`src/rtl/seg_serial_driver.sv`:
```
// seg_serial_driver: serialises packed 7-segment patterns into the display shift-register chain.
// Sequence: snapshot, shift MSB first on seg_clk/seg_dat, pulse seg_latch, then a one-cycle done.
// Optional feature: define SEG_AUTO_REFRESH_EN to auto-start a frame after REFRESH_GAP idle cycles.
module seg_serial_driver #(
  parameter int unsigned NUM_DIGITS  = 8,
  parameter int unsigned CLK_DIV     = 4,
  parameter int unsigned REFRESH_GAP = 1000
) (
  input  logic                      clk,
  input  logic                      rst,
  input  logic [8*NUM_DIGITS-1:0]   segnum,
  input  logic                      start,
  output logic                      busy,
  output logic                      done,
  output logic                      seg_clk,
  output logic                      seg_dat,
  output logic                      seg_latch,
  output logic                      seg_clr_n
);

  localparam int unsigned NB = 8 * NUM_DIGITS;
  localparam int unsigned BW = $clog2(NB + 1);
  localparam int unsigned DW = $clog2(CLK_DIV + 1);

  // Reject parameter values the timing scheme cannot express.
  if (NUM_DIGITS == 0) begin : g_bad_digits
    $error("NUM_DIGITS must be >= 1");
  end
  if (CLK_DIV == 0) begin : g_bad_div
    $error("CLK_DIV must be >= 1");
  end
  if (REFRESH_GAP == 0) begin : g_bad_gap
    $error("REFRESH_GAP must be >= 1");
  end

  typedef enum logic [1:0] {
    ST_IDLE,
    ST_SHIFT,
    ST_LATCH
  } state_t;

  state_t          state, state_nx;
  logic [DW-1:0]   div_cnt, div_nx;
  logic [BW-1:0]   bit_cnt, bit_nx;
  logic            phase, phase_nx;
  // Bits still to be shifted after the one currently on seg_dat.
  logic [NB-2:0]   rest, rest_nx;
  logic            busy_nx, done_nx, clk_nx, dat_nx, latch_nx;
  logic            go_c;

`ifdef SEG_AUTO_REFRESH_EN
  localparam int unsigned GW = $clog2(REFRESH_GAP + 1);
  logic [GW-1:0]   gap_cnt, gap_nx;
`endif

  // Frame launch decision while idle.
  always_comb begin
`ifdef SEG_AUTO_REFRESH_EN
    go_c   = 1'b0;
    gap_nx = '0;
    if (state == ST_IDLE) begin
      go_c = start || (gap_cnt == GW'(REFRESH_GAP - 1));
      gap_nx = go_c ? '0 : gap_cnt + GW'(1);
    end
`else
    go_c = (state == ST_IDLE) && start;
`endif
  end

  // Next-state and next-output logic; outputs are registered from these values.
  always_comb begin
    state_nx = state;
    div_nx   = div_cnt;
    bit_nx   = bit_cnt;
    phase_nx = phase;
    rest_nx  = rest;
    busy_nx  = busy;
    done_nx  = 1'b0;
    clk_nx   = seg_clk;
    dat_nx   = seg_dat;
    latch_nx = seg_latch;

    case (state)
      ST_IDLE: begin
        busy_nx  = 1'b0;
        clk_nx   = 1'b0;
        dat_nx   = 1'b0;
        latch_nx = 1'b0;
        if (go_c) begin
          state_nx = ST_SHIFT;
          div_nx   = '0;
          bit_nx   = '0;
          phase_nx = 1'b0;
          rest_nx  = segnum[NB-2:0];
          busy_nx  = 1'b1;
          dat_nx   = segnum[NB-1];
        end
      end

      ST_SHIFT: begin
        if (div_cnt == DW'(CLK_DIV - 1)) begin
          div_nx = '0;
          if (!phase) begin
            phase_nx = 1'b1;
            clk_nx   = 1'b1;
          end else begin
            phase_nx = 1'b0;
            clk_nx   = 1'b0;
            if (bit_cnt == BW'(NB - 1)) begin
              state_nx = ST_LATCH;
              latch_nx = 1'b1;
              dat_nx   = 1'b0;
            end else begin
              bit_nx  = bit_cnt + BW'(1);
              dat_nx  = rest[NB-2];
              rest_nx = {rest[NB-3:0], 1'b0};
            end
          end
        end else begin
          div_nx = div_cnt + DW'(1);
        end
      end

      ST_LATCH: begin
        if (div_cnt == DW'(CLK_DIV - 1)) begin
          state_nx = ST_IDLE;
          div_nx   = '0;
          busy_nx  = 1'b0;
          latch_nx = 1'b0;
          done_nx  = 1'b1;
        end else begin
          div_nx = div_cnt + DW'(1);
        end
      end

      default: begin
        state_nx = ST_IDLE;
        busy_nx  = 1'b0;
        clk_nx   = 1'b0;
        dat_nx   = 1'b0;
        latch_nx = 1'b0;
      end
    endcase
  end

  // State, counters and registered outputs; reset clears the chain and aborts any frame.
  always_ff @(posedge clk) begin
    if (rst) begin
      state     <= ST_IDLE;
      div_cnt   <= '0;
      bit_cnt   <= '0;
      phase     <= 1'b0;
      rest      <= '0;
      busy      <= 1'b0;
      done      <= 1'b0;
      seg_clk   <= 1'b0;
      seg_dat   <= 1'b0;
      seg_latch <= 1'b0;
      seg_clr_n <= 1'b0;
    end else begin
      state     <= state_nx;
      div_cnt   <= div_nx;
      bit_cnt   <= bit_nx;
      phase     <= phase_nx;
      rest      <= rest_nx;
      busy      <= busy_nx;
      done      <= done_nx;
      seg_clk   <= clk_nx;
      seg_dat   <= dat_nx;
      seg_latch <= latch_nx;
      seg_clr_n <= 1'b1;
    end
  end

`ifdef SEG_AUTO_REFRESH_EN
  // Idle gap counter for automatic refresh frames.
  always_ff @(posedge clk) begin
    if (rst) begin
      gap_cnt <= '0;
    end else begin
      gap_cnt <= gap_nx;
    end
  end
`endif

endmodule

```
`config.mk`:
```
export PLATFORM = sky130hd
export DESIGN_NAME = seg_serial_driver
export DESIGN_NICKNAME = d
export VERILOG_FILES = /design/src/rtl/seg_serial_driver.sv
export SDC_FILE = /design/constraint.sdc
export NUM_CORES = 1
export LEC_CHECK = 0
export ABC_CLOCK_PERIOD_IN_PS = 3700
export CORE_AREA = 2 2 90 92
export CTS_CLUSTER_SIZE = 12
export DETAILED_ROUTE_END_ITERATION = 16
export DIE_AREA = 0 0 92 94
export PLACE_DENSITY = 0.89
export SLEW_MARGIN = 40
export SYNTH_ARGS = -nofsm -noshare
export SYNTH_HDL_FRONTEND = slang
export SYNTH_SLANG_ARGS = --single-unit
```
`constraint.sdc`:
```
create_clock -name clk -period 3.7 [get_ports clk]
set_input_delay 1.11 -clock clk [delete_from_list [all_inputs] [get_ports clk]]
set_output_delay 1.11 -clock clk [all_outputs]
set_load 0.05 [all_outputs]
```
Yosys cells after proc, flatten, opt, wreduce, memory -nomap -nowiden --
Index checks and enable logic that the tools add are counted.
Storage, ports and cells: input bits 67, register bits 82, logic and storage cells 77, output and inout port bits 6
Cells by class: add/subtract/negate cells 2, eq/ne operators 10, bitwise logic cells 2, multiplexer cells 38, reductions and logical operators 14
Operator list (count):
- 63-bit 2-to-1 mux | 4
- 63-bit one-hot mux with 2 select lines | 1
- 7-bit 2-to-1 mux | 4
- 1-bit 2-to-1 mux | 14
- 7-bit one-hot mux with 2 select lines | 1
- 2-bit inequality test, second input constant | 6
- 2-bit 2-to-1 mux | 5
- 5-bit AND reduction | 2
- 7-bit by 1-bit adder with 7-bit output, second input constant | 1
- 7-bit by 6-bit == test with 1-bit output, second input constant | 1
- 3-bit 2-to-1 mux | 2
- 1-bit one-hot mux with 2 select lines | 3
- 1-bit one-hot mux with 3 select lines | 2
- 2-bit one-hot mux with 3 select lines | 1
- 3-bit one-hot mux with 2 select lines | 1
- 2-bit AND reduction | 3
- 3-bit AND reduction | 2
- 4-bit AND reduction | 1
- 2-bit nonzero test | 2
- 2-bit OR reduction | 2
- 3-bit by 1-bit adder with 3-bit output, second input constant | 1
- 3-bit by 2-bit == test with 1-bit output, second input constant | 1
- 2-bit by 1-bit == test with 1-bit output, second input constant | 1
- 2-bit == test, second input constant | 1
- 3 further kinds | 4

Longest topological paths before layout --
Gate-level depths: netlist (run 1).
depth after elaboration 5, mapped depth 8, depth with buffers taken out 6

Worst setup path after synthesis (run 1) --
OpenSTA, ideal clock, no wires.
kind input -> register, start input port rst, end register rest[10], path buffers 3, stages 4, required time 3559 ps, arrival time 2140 ps, library setup time 141 ps, setup slack 1420 ps, cell sequence buf_2 clkbuf_1 clkbuf_1 o31ai_2
RTL lines:
- start, declared | line 10 | input logic rst,
- end signal, assigned | line 165 | rest <= rest_nx;
- end, declared | line 47 | logic [NB-2:0] rest, rest_nx;
No word-level cell between the ends.

Worst setup path after layout (run 1) --
start input port start, end register rest[0]
Between the ends: cells in the longest elaborated chain, start to end 3
RTL lines:
- start, declared | line 12 | input logic start,
- 1-bit logical AND | line 66 | go_c = (state == ST_IDLE) && start;
- 2-bit inequality test (no source line)
- 5-bit AND reduction (no source line)
No other way between the ends. A chain may end at the register's enable or synchronous reset.

==> results.toml, run 1 <==
[final_layout]
antenna_cells = 0
area_growth_pct = 22.8
seqCellArea_sq_um = 1640
final_common_cell = "dfxtp_1"
final_util_pct = 69.4
fillers = 557
final_cell_mix = "dfxtp_1, clkdlybuf4s50_1, nand4_1"
nets = 528
multi_input_area_sq_um = 2420
drive_gt1_share_pct = 20.2

[hold_path]
hp-class = "flop to flop"

[synth]
yosys_warnings = 0
synth-async-reset-ratio_pct = 0
synthesis.area_sq_um = 4300
syn_area_per_cell_sq_um = 10.5
synth_edf_count = 0
synth_ff_type = "dfxtp_1"
syn-instance-count = 409
synth-seq-area-share_pct = 38.2
ys_ff_latch = 82
yosysUniqueCellTypes = 44
synth_nets = 482

[timing]
hold_viol_final = 0
drv_slew = 0
tightestPinTransition_ns = 0.794
final.min_clock_period_ns = 2.79
fin_skew_ns = 0.00445
rsz0062_at_grt = "false"
setup_viol = 0
final.setup.tns_ns = 0
post-route-period-util_pct = 75.3
max_slew_margin_pct = 47.0
clock.fmax_ghz = 0.359

[power]
p_seq_share_pct = 38.0
powerDensity_nw_per_um2 = 552
pwr-share-clk_pct = 29.2
p_sw_mw = 0.944
p_sw_share_pct = 32.4
p_int_mw = 1.97
leakage_nw = 1.87
vdd_ir_drop_max_mv = 0.322
finalPower_mw = 2.91
comb_power_share_pct = 32.8

[worst_setup_path]
cp_max_fo = 36
cp.required_ns = 3.97
worst_setup_path_start_kind = "primary input"
cp-end-kind = "flop"
critical_path_class = "primary input to flop"
worstPathArrival_ns = 3.06

[grt]
grt_pass1_wl_microns = 16300
grt.overflow.total = 0
grt_usage_pct = 23.1
grt_max_degree = 56
grt_antenna_before_repair = 0
first_global_vias = 3430

[placed_design]
place_congestion = 0.841
hpwl_microns = 6130
port_buffers = 72

[job]
cap_violations = 0

[clock_network]
cts_tree = "done"
cts_root_buf = "clkbuf_8"
clock_latency_ns = 0.35
clockBufferDepth = 2
cts_sinks = 82
post_cts.repair.setup_buffers = 0
cts_resized = 0
ctsHoldBuffers = 0
htree_levels = 3
cts_made_buffers = 9
clk_pin_slew_ns = 0.08

[floorplan]
rows = 32
core_area_sq_um = 7610
die_w_microns = 92
die-area_sq_um = 8650
die_h_microns = 94
pin_count = 73
start_util_pct = 56.5

[routing]
wirelength_microns = 9850
ant_nets = 0
drc = 0
vias_per_cell = 6.25
vias = 3511
dr.pass1.iters = 4
routedWlPerCell_microns = 17.5
drt-initial-drc-count = 192

[outcome]
outcome = "finished clean"
-- critical path, cell delays in order --
cell and delay, ns:
clkdlybuf4s50_1 0.48, mux2_4 0.33, nand2b_2 0.09, buf_4 0.29, buf_4 0.41, nand3_1 0.14, a21oi_1 0.18
-- registers in the layout, summed over array words and instances (netlist names) --
register,cells
seg_latch,1
seg_clk,1
rest,63
state,2
busy,1
div_cnt,3
bit_cnt,7
seg_clr_n,1
seg_dat,1
phase,1
done,1
-- cell usage after synthesis (all sizes together), types with 4 or more instances --
| master | n | share of area (%) |
|---|---|---|
| a21oi | 8 | 0.93 |
| and3 | 4 | 0.58 |
| buf | 19 | 3.3 |
| clkbuf | 27 | 2.4 |
| dfxtp | 82 | 38 |
| ha | 6 | 1.7 |
| inv | 4 | 0.35 |
| mux2i | 63 | 15 |
| nand2 | 8 | 0.70 |
| nand2b | 5 | 0.73 |
| nand3 | 6 | 0.70 |
| nand4 | 64 | 9.3 |
| nor2 | 7 | 0.61 |
| nor3 | 4 | 0.47 |
| o21ai | 5 | 0.58 |
| o31ai | 63 | 18 |
-- layout make-up --
cell class              count  share of cell area, %
repair buffers             81                   15.4
clock inverters             5                   2.37
multi-input cells         277                   45.7
flip-flops and latches     82                   31.1
clock buffers              11                   2.68
inverters                   4                  0.284
well taps                 102                   2.42
-- cell families after synthesis --
kind of cell	count (synthesis)	share of synthesized area, %
muxes	66	15.5
DFF	82	38.2
and+or+nand+nor	112	15.5
adders and majority gates	6	1.75
buffers and inverters	50	6.02
AOI/OAI and AO/OA	93	23.0
-- power by group through the flow --
| stage | Combinational, mW | Clock, mW | Sequential [mW] |
|---|---|---|---|
| final | 0.954 | 0.852 | 1.11 |
| after global routing | 1.03 | 0.894 | 1.12 |
| after CTS | 0.954 | 0.866 | 1.11 |
| after detailed placement | 0.948 | 0 | 1.12 |
| after global placement | 0.926 | 0 | 1.12 |
| after floorplan | 0.752 | 0 | 1.12 |
-- worst paths after layout --
kind	startpoint	to	slack [ns]	cells after the start
hold / removal	bit_cnt[6]	bit_cnt[6]	0.48	1
setup reg to reg	state[1]	rest[0]	1.33	8
setup / recovery	start	rest[0]	0.91	7
hold reg to reg	bit_cnt[6]	bit_cnt[6]	0.48	1
-- metal layers --
metal	track usage (%)	share of wire [%]
met5	0	0
met4	9.33	1.4
met3	3.21	4.5
met2	38.3	49
met1	30.6	45
-- stage by stage --
stage                     cells  instance area, sq um  hold WS, ns  setup slack [ns]
after detailed placement    546                  5010        0.468             0.614
after global placement      546                  5010        0.460             0.688
after CTS                   562                  5280        0.478             0.969
after global routing        562                  5280        0.504             0.818
after floorplan             409                  4300        0.448              1.42
final                       562                  5280        0.480             0.912
No activity file was read; power rests on OpenSTA's default activity.
==> run 2, diff against run 1 <==
--- a/config.mk
+++ b/config.mk
@@ -5,12 +5,12 @@
 export SDC_FILE = /design/constraint.sdc
 export NUM_CORES = 1
 export LEC_CHECK = 0
-export ABC_CLOCK_PERIOD_IN_PS = 3700
-export CORE_AREA = 2 2 90 92
+export ABC_CLOCK_PERIOD_IN_PS = 2700
+export CORE_AREA = 2 2 94 96
 export CTS_CLUSTER_SIZE = 12
 export DETAILED_ROUTE_END_ITERATION = 16
-export DIE_AREA = 0 0 92 94
-export PLACE_DENSITY = 0.89
+export DIE_AREA = 0 0 96 98
+export PLACE_DENSITY = 0.83
 export SLEW_MARGIN = 40
 export SYNTH_ARGS = -nofsm -noshare
 export SYNTH_HDL_FRONTEND = slang
==> constraint.sdc (replaced) <==
create_clock -name clk -period 2.7 [get_ports clk]
set_input_delay 0.81 -clock clk [delete_from_list [all_inputs] [get_ports clk]]
set_output_delay 0.81 -clock clk [all_outputs]
set_load 0.05 [all_outputs]
==> run 2 against run 1 <==
Net effect: power grew 32%; register-to-register slack worse by 0.75 ns; core utilization shrank 6.8 points; cell count grew 1.6%; combinational power up 39%; global-route usage down 2.5 points; critical endpoint is now seg_dat; largest cell class unchanged.
==> results.toml, run 2 (synthesis results as in run 1) <==
[grt]
grt_usage_pct = 20.7
first_global_vias = 3311
grt_max_degree = 77
grt.overflow.total = 0
grt_pass1_wl_microns = 15800
grt_antenna_before_repair = 0

[routing]
wl_met2_microns = 4550
ant_nets = 0
met3_length_microns = 394
drc = 0
vias = 3467
dr.pass1.iters = 5
highest_layer = "met4"
wl_met1_microns = 4460
wirelength_microns = 9540
routedWlPerCell_microns = 16.7
drt-initial-drc-count = 153
vias_per_cell = 6.07

[clock_network]
clk_pin_slew_ns = 0.08
cts_resized = 0
clock_latency_ns = 0.35
cts_root_buf = "clkbuf_8"
cts_tree = "done"
ctsHoldBuffers = 0
post_cts.repair.setup_buffers = 0
htree_levels = 3
clockBufferDepth = 2
cts_sinks = 82
cts_made_buffers = 9

[power]
p_int_mw = 2.53
p_sw_share_pct = 34.0
p_sw_mw = 1.30
vdd_ir_drop_max_mv = 0.621
leakage_nw = 1.88
pwr-share-clk_pct = 25.9
p_seq_share_pct = 39.5
powerDensity_nw_per_um2 = 724
comb_power_share_pct = 34.7

[placed_design]
place_congestion = 0.879
place_area_sq_um = 5080
port_buffers = 72
dp.cells = 555
hpwl_microns = 6110

[worst_setup_path]
worstPathArrival_ns = 1.51
cp_max_fo = 2
critPathBufInv = 1
critical_path_class = "flop to output pin"
worst_setup_path_start_kind = "flop"
crit_chain = "clkdlybuf4s50_1"
cp-end-kind = "output pin"
cp_slowest_stage_delay_ns = 0.81
cp.required_ns = 1.89
path_delay_family = "buffers and inverters"
cpMaxStageDelayCell = "clkdlybuf4s50_1"

[final_layout]
antenna_cells = 0
largestRegisters = "rest (63), bit_cnt (7), div_cnt (3)"
largest_register_ffs = 63
fin_cells = 571
nets = 531
fin_area_sq_um = 5300
final_common_cell = "dfxtp_1"
drive_gt1_share_pct = 20.7
final_cell_mix = "dfxtp_1, clkdlybuf4s50_1, nand4_1"
area_growth_pct = 23.2
top_register = "rest"

[timing]
tightestPinTransition_ns = 0.569
max_slew_margin_pct = 61.8
hold_viol_final = 0
final.setup.tns_ns = 0
drv_slew = 0
post-route-period-util_pct = 85.9
fin_skew_ns = 0.00465
fin_hold_ws_ns = 0.480
rsz0062_at_grt = "false"
final.min_clock_period_ns = 2.32
setup_viol = 0
clock.fmax_ghz = 0.431

[floorplan]
pin_count = 73
core_area_sq_um = 8470
die_h_microns = 98
start_util_pct = 50.8
rows = 34
die-area_sq_um = 9410
die_w_microns = 96

[hold_path]
hp-class = "flop to flop"

[outcome]
outcome = "finished clean"

[job]
cap_violations = 0
-- run 2: final timing paths --
check        slack [ns]       start  cells after the start         end
max                0.38     seg_dat                      1     seg_dat
min                0.48  bit_cnt[6]                      1  bit_cnt[6]
min reg2reg        0.48  bit_cnt[6]                      1  bit_cnt[6]
max reg2reg        0.58    state[0]                      8    rest[30]
-- run 2: routing by layer --
metal,vias up,global-route usage [%]
li1,1694,-
met1,1690,29.3
met2,73,31.9
met3,10,3.32
met4,0,6.81
met5,-,0
-- run 2: power groups by stage --
| stage | clock, mW | sequential [mW] | combinational [mW] |
|---|---|---|---|
| detailed placement | 0 | 1.54 | 1.33 |
| global route | 1.05 | 1.54 | 1.43 |
| finish | 0.992 | 1.51 | 1.33 |
| CTS | 1.01 | 1.51 | 1.33 |
| global placement | 0 | 1.53 | 1.29 |
| floorplan | 0 | 1.53 | 1.03 |
-- run 2: layout make-up --
type                            count  area [sq um]
Inverter                            4          15.0
Clock inverter                      5          77.6
Fill cell                         683          3170
Timing Repair Buffer               84           871
Tap cell                          108           135
Sequential cell                    82          1640
Multi-Input combinational cell    277          2420
Clock buffer                       11           141
-- run 2: per-stage QoR --
step	util, %	power, mW	worst slack [ns]
after floorplan	-	2.56	0.720
after global placement	60.0	2.82	0.203
after detailed placement	60.0	2.86	0.139
after CTS	62.6	3.85	0.366
after global routing	62.6	4.02	0.324
final	62.6	3.83	0.380
==> run 3, diff against run 2 <==
--- a/config.mk
+++ b/config.mk
@@ -11,6 +11,7 @@
 export DETAILED_ROUTE_END_ITERATION = 16
 export DIE_AREA = 0 0 96 98
 export PLACE_DENSITY = 0.83
+export RECOVER_POWER = 50
 export SLEW_MARGIN = 40
 export SYNTH_ARGS = -nofsm -noshare
 export SYNTH_HDL_FRONTEND = slang
==> run 3 against run 2 <==
Net effect: cell count unchanged; clock power hardly changed; sequential power is essentially flat; power is 1.4% lower; critical endpoint is now rest[8]; highest routed layer unchanged.
==> results.toml, run 3 (synthesis results as in run 1) <==
[routing]
drc = 0
ant_nets = 0
routedWlPerCell_microns = 16.7
drt-initial-drc-count = 170
vias_per_cell = 6.05
wirelength_microns = 9560
dr.pass1.iters = 4
vias = 3457

[final_layout]
fin_area_sq_um = 5200
fin_cells = 571
largest_register_ffs = 63
final_cell_mix = "dfxtp_1, clkdlybuf4s50_1, nand4_1"
final_util_pct = 61.5
drive_gt1_share_pct = 16.2
fillers = 702
largestRegisters = "rest (63), bit_cnt (7), div_cnt (3)"
final_common_cell = "dfxtp_1"
antenna_cells = 0
nets = 531
top_register = "rest"
area_growth_pct = 21.0

[grt]
grt.overflow.total = 0
grt_antenna_before_repair = 0
grt_max_degree = 77
grt_pass1_wl_microns = 15800
grt_usage_pct = 20.7
first_global_vias = 3311

[power]
leakage_nw = 1.83
powerDensity_nw_per_um2 = 727
vdd_ir_drop_max_mv = 0.615
finalPower_mw = 3.78

[clock_network]
htree_levels = 3
cts_tree = "done"
ctsHoldBuffers = 0
cts_sinks = 82
clockBufferDepth = 2
post_cts.repair.setup_buffers = 0
cts_root_buf = "clkbuf_8"
clk_pin_slew_ns = 0.09
cts_resized = 0
clock_latency_ns = 0.35
cts_made_buffers = 9

[timing]
final.min_clock_period_ns = 2.38
tightestPinTransition_ns = 1.04
clock.fmax_ghz = 0.420
fin_ws_ns = 0.322
drv_slew = 0
post-route-period-util_pct = 88.1
final.setup.tns_ns = 0
max_slew_margin_pct = 30.8
fin_hold_ws_ns = 0.478
rsz0062_at_grt = "false"
setup_viol = 0
fin_skew_ns = 0.00871
hold_viol_final = 0

[worst_setup_path]
critPathBufInv = 2
path_delay_family = "buffers and inverters"
worstPathArrival_ns = 2.58
cp.required_ns = 2.90
worst_setup_path_start_kind = "primary input"
cpMaxStageDelayCell = "dlygate4sd3_1"
cp_slowest_stage_delay_ns = 0.60
cp_max_fo = 34
cp-end-kind = "flop"
critical_path_class = "primary input to flop"
crit_chain = "dlygate4sd3_1 -> mux2_4 -> o211ai_4 -> and2_0 -> buf_12 -> o31ai_1"

[floorplan]
core_area_sq_um = 8470
die_h_microns = 98
start_util_pct = 50.8
die_w_microns = 96
die-area_sq_um = 9410
rows = 34
pin_count = 73

[placed_design]
port_buffers = 72
place_area_sq_um = 5080
dp.cells = 555
place_congestion = 0.879
hpwl_microns = 6110
post-place-ws_ns = 0.139

[job]
cap_violations = 0

[outcome]
outcome = "finished clean"

[hold_path]
hp-class = "flop to flop"
==> run 3: power by group <==
part | internal, mW | switching [mW] | total (mW) | leakage, nW
registers | 1.41 | 0.104 | 1.51 | 0.670
logic | 0.552 | 0.720 | 1.27 | 1.05
clock network | 0.544 | 0.451 | 0.995 | 0.109
==> run 3: final cells by class <==
cell class	instances	area, sq um	share of cell area [%]
well taps	108	135	2.60
clock inverters	5	77.6	1.49
inverters	4	15.0	0.289
flip-flops and latches	82	1640	31.6
multi-input cells	277	2330	44.8
clock buffers	11	141	2.72
repair buffers	84	863	16.6
==> run 3: worst paths after layout <==
path	start	end	slack, ns	cells past startpoint
max	start	rest[8]	0.32	6
min	rest[9]	rest[9]	0.48	2
max reg2reg	state[1]	rest[8]	0.53	7
min reg2reg	rest[9]	rest[9]	0.48	2
==> run 3: per-layer routing <==
metal | GRT usage, % | wire, microns | part of all wire, % | up-vias
met4 | 6.81 | 140 | 1.5 | 0
met5 | 0 | 0 | 0 | -
met1 | 29.3 | 4400 | 46 | 1675
met3 | 3.32 | 392 | 4.1 | 10
met2 | 31.9 | 4630 | 48 | 80
li1 | - | - | - | 1692
==> run 3: worst register-to-register path: stages, from the launching register on <==
cell	delay [ns]
dfxtp_1	0.32
inv_1	0.14
ha_4	0.17
buf_12	0.37
nand2b_2	0.28
and2_0	0.34
buf_12	0.28
o31ai_1	0.11
